<file path="src/rtl/uart_rx_control.sv">
// uart_rx_control: oversampling UART receiver (idle-high line, one start bit,
// FRAME_SIZE data bits LSB first, one stop bit, no parity). Bit timing is
// counted in clk cycles; each good frame produces a one-cycle rx_valid strobe,
// and a low stop bit produces a one-cycle rx_frame_err strobe instead.
//
// Optional build macro: UART_RX_MAJORITY_EN -- each start/data/stop sample is
// the 2-of-3 majority of the synchronized line over the sample cycle and the
// two cycles before it. When undefined, each sample is the single value at
// the sample cycle.
module uart_rx_control #(
    parameter int unsigned BAUD_DIVISOR = 1024,
    parameter int unsigned FRAME_SIZE   = 8
) (
    input  logic                  clk,
    input  logic                  rst_n,
    input  logic                  rx,
    output logic [FRAME_SIZE-1:0] rx_data,
    output logic                  rx_valid,
    output logic                  rx_frame_err
);

    localparam int unsigned CNT_W = $clog2(BAUD_DIVISOR);
    localparam int unsigned IDX_W = (FRAME_SIZE > 1) ? $clog2(FRAME_SIZE) : 1;

    localparam logic [CNT_W-1:0] HALF_M1  = CNT_W'(BAUD_DIVISOR / 2 - 1);
    localparam logic [CNT_W-1:0] FULL_M1  = CNT_W'(BAUD_DIVISOR - 1);
    localparam logic [IDX_W-1:0] LAST_IDX = IDX_W'(FRAME_SIZE - 1);

    localparam logic [2:0] IDLE  = 3'd0;
    localparam logic [2:0] START = 3'd1;
    localparam logic [2:0] DATA  = 3'd2;
    localparam logic [2:0] STOP  = 3'd3;
    localparam logic [2:0] BREAK = 3'd4;

    logic                  rx_meta;
    logic                  rx_s;
    logic                  rx_d;
    logic [2:0]            state;
    logic [CNT_W-1:0]      cnt;
    logic [IDX_W-1:0]      bit_idx;
    logic [FRAME_SIZE-1:0] shreg;
    logic                  sample;
    logic                  fall;

`ifdef UART_RX_MAJORITY_EN
    logic rx_d2;

    // Two-flop synchronizer plus a two-deep history for edge detect and voting
    always_ff @(posedge clk or negedge rst_n) begin
        if (!rst_n) begin
            rx_meta <= 1'b1;
            rx_s    <= 1'b1;
            rx_d    <= 1'b1;
            rx_d2   <= 1'b1;
        end else begin
            rx_meta <= rx;
            rx_s    <= rx_meta;
            rx_d    <= rx_s;
            rx_d2   <= rx_d;
        end
    end

    // Majority vote over the sample cycle and the two cycles before it
    always_comb begin
        sample = (rx_s & rx_d) | (rx_s & rx_d2) | (rx_d & rx_d2);
    end
`else
    // Two-flop synchronizer plus one delayed copy for edge detection
    always_ff @(posedge clk or negedge rst_n) begin
        if (!rst_n) begin
            rx_meta <= 1'b1;
            rx_s    <= 1'b1;
            rx_d    <= 1'b1;
        end else begin
            rx_meta <= rx;
            rx_s    <= rx_meta;
            rx_d    <= rx_s;
        end
    end

    // Single-point sample of the synchronized line
    always_comb begin
        sample = rx_s;
    end
`endif

    // Falling edge of the synchronized line (previously 1, now 0)
    always_comb begin
        fall = rx_d & ~rx_s;
    end

    // Frame state machine, bit timing, shift register and registered outputs
    always_ff @(posedge clk or negedge rst_n) begin
        if (!rst_n) begin
            state        <= IDLE;
            cnt          <= '0;
            bit_idx      <= '0;
            shreg        <= '0;
            rx_data      <= '0;
            rx_valid     <= 1'b0;
            rx_frame_err <= 1'b0;
        end else begin
            rx_valid     <= 1'b0;
            rx_frame_err <= 1'b0;
            case (state)
                IDLE: begin
                    if (fall) begin
                        state <= START;
                        cnt   <= '0;
                    end
                end
                START: begin
                    if (cnt == HALF_M1) begin
                        cnt     <= '0;
                        bit_idx <= '0;
                        state   <= sample ? IDLE : DATA;
                    end else begin
                        cnt <= cnt + CNT_W'(1);
                    end
                end
                DATA: begin
                    if (cnt == FULL_M1) begin
                        cnt            <= '0;
                        shreg[bit_idx] <= sample;
                        if (bit_idx == LAST_IDX) begin
                            state <= STOP;
                        end else begin
                            bit_idx <= bit_idx + IDX_W'(1);
                        end
                    end else begin
                        cnt <= cnt + CNT_W'(1);
                    end
                end
                STOP: begin
                    if (cnt == FULL_M1) begin
                        cnt <= '0;
                        if (sample) begin
                            // Leaving at mid stop bit leaves half a bit to catch
                            // an immediately following start edge
                            rx_data  <= shreg;
                            rx_valid <= 1'b1;
                            state    <= IDLE;
                        end else begin
                            rx_frame_err <= 1'b1;
                            state        <= BREAK;
                        end
                    end else begin
                        cnt <= cnt + CNT_W'(1);
                    end
                end
                BREAK: begin
                    if (rx_s) begin
                        state <= IDLE;
                    end
                end
                default: begin
                    state <= IDLE;
                end
            endcase
        end
    end

endmodule

</file>
<file path="config.mk">
export PLATFORM = sky130hd
export DESIGN_NAME = uart_rx_control
export DESIGN_NICKNAME = d
export VERILOG_FILES = /design/src/rtl/uart_rx_control.sv
export SDC_FILE = /design/constraint.sdc
export NUM_CORES = 1
export LEC_CHECK = 0
export CAP_MARGIN = 20
export CELL_PAD_IN_SITES_DETAIL_PLACEMENT = 0
export CELL_PAD_IN_SITES_GLOBAL_PLACEMENT = 1
export CORE_MARGIN = 2
export CORE_UTILIZATION = 49
export CTS_CLUSTER_DIAMETER = 120
export DETAILED_ROUTE_END_ITERATION = 12
export PLACE_DENSITY_LB_ADDON = 0.2
export SYNTH_ARGS = -nofsm -noshare
export SYNTH_HDL_FRONTEND = slang
export SYNTH_SLANG_ARGS = --single-unit
</file>
<file path="constraint.sdc">
create_clock -name clk -period 3.9 [get_ports clk]
set_clock_uncertainty 0.2 [all_clocks]
set_input_delay 0.585 -clock clk [delete_from_list [all_inputs] [get_ports clk]]
set_output_delay 0.585 -clock clk [all_outputs]
set_load 0.05 [all_outputs]
</file>
==> impl_metrics.toml, run 1 <==
[run_status]
status = "complete, no violations"

[hold_path]
hold_class = "reg2reg"
min_delay_path_depth = 0
hold_end = "rx_s"
min_from = "rx_meta"

[cells_and_area]
drive_gt1_share_pct = 19.9
final_common_cell = "dfrtp_1"
filler_cell_count = 341
syn_to_final_growth_pct = 12.7
nets = 186
diodes = 0
most-common-layout-cells = "dfrtp_1 (34), mux2_2 (16), nand2_1 (12), nand3_1 (12)"

[floorplan]
die_area_sq_um = 4240
io_pins = 13
core_sq_um = 3630
die-height_um = 65.1
row_count = 22
initial_utilization_pct = 50.3
die_w_um = 65.1

[flow_run]
max_cap_viol_count = 0

[logic_synthesis]
synth_ff_type = "dfrtp_1"
syn_inst = 168
ys_seq_elements = 37
avgSynthCellArea_sq_um = 10.9
syn_nets = 174
synth.cell_area_sq_um = 1830
synthArstFlopShare_pct = 100
synth_edf_count = 0
synthDistinctLibCells = 44
yosysWarnings = 0
yosysSeqAreaShare_pct = 50.9

[route]
via_per_inst = 5.90
drt_wl_total_um = 3620
num_vias = 1352
drc = 0
ant_nets = 0
drt_pass1_iterations = 4
wire_per_inst_um = 15.8
drt_iter0_drc = 83

[clocking]
postCtsHoldBufs = 0
cts_resized = 0
clock_latency_ns = 0.30
clk_pin_slew_ns = 0.07
cts_buffer_depth = 2
post_cts_buffers = 0
cts_root_buf = "clkbuf_8"
htree_levels = 2
cts_tree = "yes"
clock_sinks = 37
cts_buffers = 5

[timing]
relSlewSlack_pct = 45.6
final.setup.tns_ns = 0
setup_violations = 0
min_period_over_period_pct = 64.4
worst_slew_pin_slew_ns = 0.816
setup_ws_ns = 1.39
fmax_ghz = 0.398
drv_slew = 0
hold_viol = 0
post-route-min-period_ns = 2.51
rsz0062_at_grt = "false"

[power_and_ir_drop]
p_comb_share_pct = 11.5
power_frac_clock_pct = 34.2
seqPwrFrac_pct = 54.3
cellPowerDensity_nw_per_um2 = 399
leakagePower_nw = 0.932
p_total_mw = 0.823
switching_share_pct = 27.6
p_int_mw = 0.595
p_sw_mw = 0.227
ir_drop_uv = 224

[placement]
place_hpwl_um = 2520
placement.io_buffers = 12
dp_slack_ns = 1.41
gp_congestion = 0.762

[critical_path]
worstReg2RegStart = "cnt[0]"
critical_path_class = "reg2reg"
reg2regPathDepth = 5
required_ns = 3.88
r2r_slack_ns = 1.39
crit_path_end_kind = "flip-flop"
rr_endpoint = "rx_data[6]"
crit_path_start_kind = "flip-flop"
arrival_ns = 2.49
critical_path.max_fanout = 10

[global_route]
antenna_found_initial = 0
grt_max_degree = 38
grt_pass1_vias = 1329
globalRouteOverflowTotal = 0
grt_pass1_wl_um = 6380
grt_use_total_pct = 19.8
critical path, stage by stage (launching register included):
cell and delay [ns]:
dfrtp_1 0.40, ha_1 0.22, nand3_1 0.26, nor4_4 0.44
and4_1 0.49, mux2_2 0.39
synthesized netlist by cell type, drive strengths merged, types with 2 or more instances:
| library cell | number | area share [%] |
|---|---|---|
| a21o | 3 | 1.2 |
| a21oi | 4 | 1.1 |
| a22o | 2 | 0.96 |
| a31oi | 6 | 2.1 |
| a32oi | 2 | 0.96 |
| and3 | 4 | 1.4 |
| and4 | 2 | 0.96 |
| buf | 4 | 1.6 |
| clkbuf | 3 | 0.62 |
| dfrtp | 34 | 47 |
| dfstp | 3 | 4.3 |
| ha | 3 | 2.1 |
| inv | 7 | 1.4 |
| mux2 | 16 | 9.9 |
| mux2i | 2 | 1.1 |
| nand2 | 12 | 2.5 |
| nand2b | 2 | 0.68 |
| nand3 | 13 | 3.8 |
| nand4 | 4 | 1.4 |
| nor2 | 11 | 2.3 |
| nor3 | 3 | 0.82 |
| o21ai | 8 | 2.2 |
| o31ai | 2 | 0.82 |
| o41ai | 2 | 1.4 |
| or3 | 2 | 0.68 |
power by group through the flow:
stage          registers, mW  logic [mW]  clock network [mW]
2_1_floorplan          0.439      0.0753                   0
3_3_place_gp           0.449      0.0925                   0
3_5_place_dp           0.452      0.0950                   0
4_1_cts                0.445      0.0959               0.289
5_1_grt                0.452       0.108               0.307
6_report               0.446      0.0949               0.281
cells by family after synthesis:
group           count (synthesis)  share of synthesized area (%)
flops                          37                           50.9
compound gates                 35                           13.8
simple gates                   60                           18.3
buf+inv                        14                           3.63
mux                            18                           11.0
xor+xnor                        1                          0.479
fa+ha+maj                       3                           2.05
how the worst max path moves through the flow:
stage          startpoint         end  slack [ns]  cells past startpoint
2_1_floorplan      cnt[0]  rx_data[0]        1.77                      6
3_3_place_gp       cnt[0]  rx_data[3]        1.49                      5
3_5_place_dp       cnt[0]  rx_data[6]        1.41                      5
4_1_cts            cnt[1]  rx_data[6]        1.40                      5
5_1_grt            cnt[0]  rx_data[6]        1.13                      5
6_report           cnt[0]  rx_data[6]        1.39                      5
per-layer routing:
metal  vias up  track usage [%]  routed length [um]
met1       679             26.3                1750
li1        645                -                   -
met3         7             5.03                 143
met5         -                0                   0
met2        21             31.6                1670
met4         0             7.03                  52
final cells by class:
| type | count | area, sq um | share of cell area (%) |
|---|---|---|---|
| clock buffer | 6 | 82.6 | 4.01 |
| inverter | 7 | 26.3 | 1.28 |
| clock inverter | 2 | 13.8 | 0.668 |
| multi-input combinational | 117 | 832 | 40.4 |
| timing repair buffer | 12 | 115 | 5.59 |
| sequential | 37 | 930 | 45.1 |
| tap | 48 | 60.1 | 2.92 |
flip-flops by register name, indices dropped and copies added, names as in the netlist:
register,flops
rx_meta,1
rx_data,8
rx_s,1
state,3
cnt,10
shreg,8
bit_idx,3
rx_valid,1
rx_frame_err,1
rx_d,1
metrics by stage:
| step | cells | area (sq um) | hold slack (ns) | utilization [%] |
|---|---|---|---|---|
| finish | 229 | 2060 | 0.157 | 56.7 |
| global route | 229 | 2060 | 0.166 | 56.7 |
| CTS | 229 | 2060 | 0.160 | 56.7 |
| detailed placement | 221 | 1960 | 0.150 | 54.0 |
| global placement | 221 | 1960 | 0.148 | 54.0 |
| floorplan | 168 | 1830 | 0.0894 | - |
Note: power is estimated with default switching activity, not from simulation.
==> run 2: changes to the inputs <==
- CORE_UTILIZATION: 49 -> 41
- clock period: 3.9 -> 2.05 ns (I/O delays scaled with it)
==> run 2 against run 1 <==
Against the previous run:
- wire length increased by 11%
- sequential share of layout area down 5.0 points
- die area grew 18%
- global-route usage down 2.3 points
- first-iteration DRC count up 14%
- clock power grew 120%
- hold slack got worse by 0.0024 ns
- combinational power increased to 2.8 times the previous value
- cell area up 13%
- via count up 5.8%
- critical path depth fell by 4
- largest power group unchanged
- highest routed layer unchanged
==> impl_metrics.toml, run 2 (synthesis gave the netlist of run 1 again) <==
[power_and_ir_drop]
cellPowerDensity_nw_per_um2 = 753
ir_drop_uv = 643
switching_share_pct = 26.9
power_frac_clock_pct = 35.6
leakagePower_nw = 1.03
p_comb_share_pct = 15.0
seqPwrFrac_pct = 49.3
p_total_mw = 1.75
p_int_mw = 1.28
p_sw_mw = 0.472

[cells_and_area]
largest_reg_flops = 10
finish.utilization_pct = 53.8
syn_to_final_growth_pct = 27.3
largest-register = "cnt"
most-common-layout-cells = "dfrtp_1 (31), buf_4 (17), nand2_1 (12)"
final_cells = 252
fin_area_sq_um = 2330
drive_gt1_share_pct = 31.5
biggestRegsByFlops = "cnt x10, rx_data x8, shreg x8"
diodes = 0
final_common_cell = "dfrtp_1"
nets = 205

[timing]
hold_viol = 0
fin_worst_hold_slack_ns = 0.155
post-route-min-period_ns = 1.99
setup_violations = 0
relSlewSlack_pct = 66.3
drv_slew = 0
setup_ws_ns = 0.0610
worst_slew_pin_slew_ns = 0.504
rsz0062_at_grt = "true"
fmax_ghz = 0.503
min_period_over_period_pct = 97.0
final.setup.tns_ns = 0

[critical_path]
rr_endpoint = "cnt[4]"
worstReg2RegStart = "state[1]"
crit_chain = "clkdlybuf4s50_1"
cp_slowest_cell = "clkdlybuf4s50_1"
reg2regPathDepth = 5
crit_family = "buffers and inverters"
arrival_ns = 1.48
crit_path_start_kind = "flip-flop"
crit_cells = 1
cp-startpoint = "rx_data[4]"
critical_path_class = "reg2out"
max_stage_delay_ns = 0.81
crit_path_end_kind = "output port"
worst-path-buf-inv = 1
required_ns = 1.54
critical_path.max_fanout = 2
r2r_slack_ns = 0.09

[floorplan]
die_w_um = 70.8
row_count = 24
initial_utilization_pct = 42.3
die_area_sq_um = 5010
die-height_um = 70.8
io_pins = 13
core_sq_um = 4320

[clocking]
cts_root_buf = "clkbuf_8"
clk_pin_slew_ns = 0.08
clock_latency_ns = 0.30
htree_levels = 2
cts_tree = "yes"
cts_buffer_depth = 2
cts_buffers = 5
clock_sinks = 37

[global_route]
met1_usage_pct = 24.0
grt_max_degree = 38
use_met3_pct = 2.99
busiest_layer = "met2"
grt_use_total_pct = 17.5
grtUsageMet2_pct = 27.6
antenna_found_initial = 0
globalRouteOverflowTotal = 0
grt_pass1_vias = 1427
grt_pass1_wl_um = 6840

[run_status]
status = "complete, no violations"

[route]
wire_per_inst_um = 16.0
drc = 0
drt_iter0_drc = 95
via_per_inst = 5.68
drt_wl_total_um = 4020
drt_pass1_iterations = 4
num_vias = 1431
ant_nets = 0

[placement]
dpl-instance-area_sq_um = 2160
placement.io_buffers = 12
dp.cells = 242
dp_slack_ns = 0.0230
place_hpwl_um = 2850
gp_congestion = 0.807

[hold_path]
hold_end = "rx_s"
hold_class = "reg2reg"
min_from = "rx_meta"
min_delay_path_depth = 0

[flow_run]
max_cap_viol_count = 0
-- run 2: cell count changes in the layout (fill, tap and decap cells not counted), sizes merged --
| cell | delta |
|---|---|
| bufinv | +1 |
| dlygate4sd3 | +1 |
| buf | +18 |
| clkinv | -1 |
-- run 2: worst max-delay path by stage --
stage	end	slack, ns
floorplan	rx_data[0]	-0.04
global placement	rx_data[0]	0.10
detailed placement	rx_data[7]	0.02
CTS	rx_data[7]	0.02
global route	bit_idx[1]	-0.03
finish	rx_data[4]	0.06
-- run 2: routing by layer --
metal	vias to the layer above	wire, um
met5	-	0
met4	0	69
met3	7	125
met2	20	1820
met1	713	2010
li1	691	-
-- run 2: final cells by class --
class                           count  area (sq um)
Multi-Input combinational cell    117           922
Fill cell                         381          2000
Clock inverter                      2          35.0
Timing Repair Buffer               31           273
Inverter                            7          26.3
Tap cell                           52          65.1
Clock buffer                        6          72.6
Sequential cell                    37           933
-- run 2: power groups by stage --
| stage | Combinational (mW) | Sequential [mW] | Clock, mW |
|---|---|---|---|
| 3_5_place_dp | 0.262 | 0.873 | 0 |
| 6_report | 0.264 | 0.865 | 0.624 |
| 5_1_grt | 0.295 | 0.873 | 0.673 |
| 2_1_floorplan | 0.163 | 0.853 | 0 |
| 3_3_place_gp | 0.248 | 0.867 | 0 |
| 4_1_cts | 0.265 | 0.860 | 0.646 |
-- run 2: what timing repair did --
action	in CTS	in global routing
pin swaps	0	3
setup endpoints to repair	1	17
hold buffers	1	0
gates resized for setup	1	9
buffers inserted	0	1
endpoints found under the hold margin	34	0
==> RTL change, RTL diff (flow settings as in run 2) <==
Change the parameter `BAUD_DIVISOR` from 1024 to 512.
--- a/src/rtl/uart_rx_control.sv
+++ b/src/rtl/uart_rx_control.sv
@@ -9,5 +9,5 @@
 // the sample cycle.
 module uart_rx_control #(
-    parameter int unsigned BAUD_DIVISOR = 1024,
+    parameter int unsigned BAUD_DIVISOR = 512,
     parameter int unsigned FRAME_SIZE   = 8
 ) (
Check against the original RTL: same outputs for any inputs over 10 cycles, from zero or initial values and one cycle with rst_n low; that may be too few to reach the edited logic, so the function may still have changed.
==> RTL change against run 2 <==
- power up 7.7%
- setup slack got worse by 0.21 ns
- final area up 6.6%
- the flow now finishes with violations (setup timing)
- synthesized cell count is 8.3% lower
- wire length shrank 3.7%
- clock power fell by 0.8%
- sequential cell count down 1
- final cell count rose by 0.79%
- global-route usage decreased by 1.8 points
- non-clock buffer count grew 17
- critical path depth rose by 8
- synthesized area is the same
==> RTL change: results (changes against run 2) <==
STATUS='finished with violations'
VIOLATIONS_IN_THE_FINAL_REPORTS='setup timing'
DRIVE_GT1_SHARE_PCT=39.1  # +7.6 points
MAX-VDD-IR-DROP_mV=0.579  # -9.9%
GRT_USE_TOTAL_PCT=15.8  # -1.8 points
CP_MAX_FO=5  # +3
YOSYSWARNINGS=0  # unchanged
REG_TOP3='cnt: 9 flops, rx_data: 8 flops, shreg: 8 flops'
POWER.INTERNAL_mW=1.35  # +5.7%
PLACED_CELLS=235  # -2.9%
FIRST_GLOBAL_VIAS=1317  # -7.7%
TIMING.CRITICAL_PATH.SLOWEST_CELL_DELAY_NS=0.40  # -0.41 ns
VIAS_PER_CELL=5.30  # -6.6%
SYN_AVG_CELL_AREA_SQ_UM=11.9  # +9.1%
CRIT_PATH_START='cnt[1]'
SYNTHARSTFLOPSHARE_PCT=100  # unchanged
POWER_LEAKAGE_nW=1.14  # +10%
GP_ROUTABILITY_CONGESTION=0.790  # -2.1%
SYNTH_SEQ_AREA_SHARE_PCT=49.5  # -1.4 points
FINISH.CELL_COUNT_WITHOUT_FILLERS=254  # +0.79%
P_COMB_SHARE_PCT=23.1  # +8.1 points
FINAL.HOLD.WORST_SLACK_NS=0.158  # +0.00356 ns
TIMING.CRITICAL_PATH.SLOWEST_STAGE_CELL='sky130_fd_sc_hd__dfrtp_1'
REG2REGPATHDEPTH=9  # +4
TIMING.FINAL.WS_SETUP_NS=-0.146  # -0.207 ns
MAXSLEWHEADROOM_PCT=66.4  # +0.13 points
TOP_CELLS_BY_INSTANCE_COUNT_AFTER_SYNTHESIS='sky130_fd_sc_hd__dfrtp_1, sky130_fd_sc_hd__inv_1, sky130_fd_sc_hd__nand2_1, sky130_fd_sc_hd__nand3_1, sky130_fd_sc_hd__mux2_4'
DP_SLACK_NS=-0.441  # -0.464 ns
POSTCTSSETUPBUFFERS=6  # +6
PLACE_HPWL_MICRONS=2710  # -5.1%
FIRST_ITER_VIOLATIONS=53  # -44%
WIRE_PER_INST_MICRONS=15.2  # -4.5%
POST_DP_CELL_AREA_SQ_UM=2200  # +1.8%
CRITICAL_PATH_CLASS='register to register'
CLK_LATENCY_NS=0.28  # -0.02 ns
TNS_NS=-1.65  # -1.65 ns
GRT_START_MAX_NET_PINS=22  # -42%
CP_DATA_ARRIVAL_TIME_NS=2.16  # +0.68 ns
NETLIST-CELL-TYPE-COUNT=40  # -9.1%
CRITICAL_PATH.TOP_DELAY_FAMILY='simple AND/OR/NAND/NOR gates'
SETUP_VIOL=18  # +18
REG2REG_TO='rx_data[5]'
PWR.GROUP.CLOCK_mW=0.619  # -0.8%
RESIZE_COUNT_POST_CTS=9  # +8
NNETSFINAL=210  # +2.4%
SYNTH.NET_COUNT=163  # -6.3%
NETLIST_TOP_CELLS_AREA='sky130_fd_sc_hd__dfrtp_1, sky130_fd_sc_hd__mux2_4, sky130_fd_sc_hd__dfstp_2'
WIRE_LENGTH_OF_THE_FIRST_GLOBAL_ROUTING_PASS_MICRONS=6230  # -8.9%
PWR.GROUP.COMBINATIONAL_mW=0.437  # +66%
## RTL change: changes by cell type after synthesis, sizes merged, moves of 3 or more
cell | before | now
o21ai | 8 | 3
nor2 | 11 | 5
a21o | 3 | 0
nor2b | 1 | 4
o221ai | 1 | 4
o22ai | 0 | 3
a31oi | 6 | 0
and3 | 4 | 1
o211ai | 0 | 4
inv | 7 | 13
nand3 | 13 | 9
ha | 3 | 6
nand2 | 12 | 9
## RTL change: area by class of cell
type,count,area [sq um]
sequential,36,905
clock buffer,5,68.8
inverter,13,48.8
clock inverter,3,42.5
tap,52,65.1
multi-input combinational,97,947
fill,381,1840
timing repair buffer,48,403
## RTL change: cells by family after synthesis
group / synth area share (%)
adders and majority gates: 4.11
AOI/OAI and AO/OA: 8.42
buffers and inverters: 5.54
and+or+nand+nor: 16.9
xor gates and xnor gates: 0.479
muxes: 15.1
DFF: 49.5
## RTL change: layer usage
layer / track usage [%] / part of all wire, % / up-vias
met2: 24.0 / 47 / 26
li1: - / - / 650
met5: 0 / 0 / -
met1: 22.9 / 49 / 667
met3: 3.85 / 3.2 / 4
met4: 3.77 / 0.65 / 0
## RTL change: worst register-to-register path, cell delays in order, from the launching register on
cell and delay (ns):
sky130_fd_sc_hd__dfrtp_1 0.40, sky130_fd_sc_hd__ha_4 0.16, sky130_fd_sc_hd__nand2_4 0.06, sky130_fd_sc_hd__nor3_4 0.22
sky130_fd_sc_hd__ha_4 0.17, sky130_fd_sc_hd__buf_6 0.11, sky130_fd_sc_hd__nand4b_4 0.09, sky130_fd_sc_hd__or2_4 0.25
sky130_fd_sc_hd__buf_6 0.14, sky130_fd_sc_hd__mux2_4 0.29
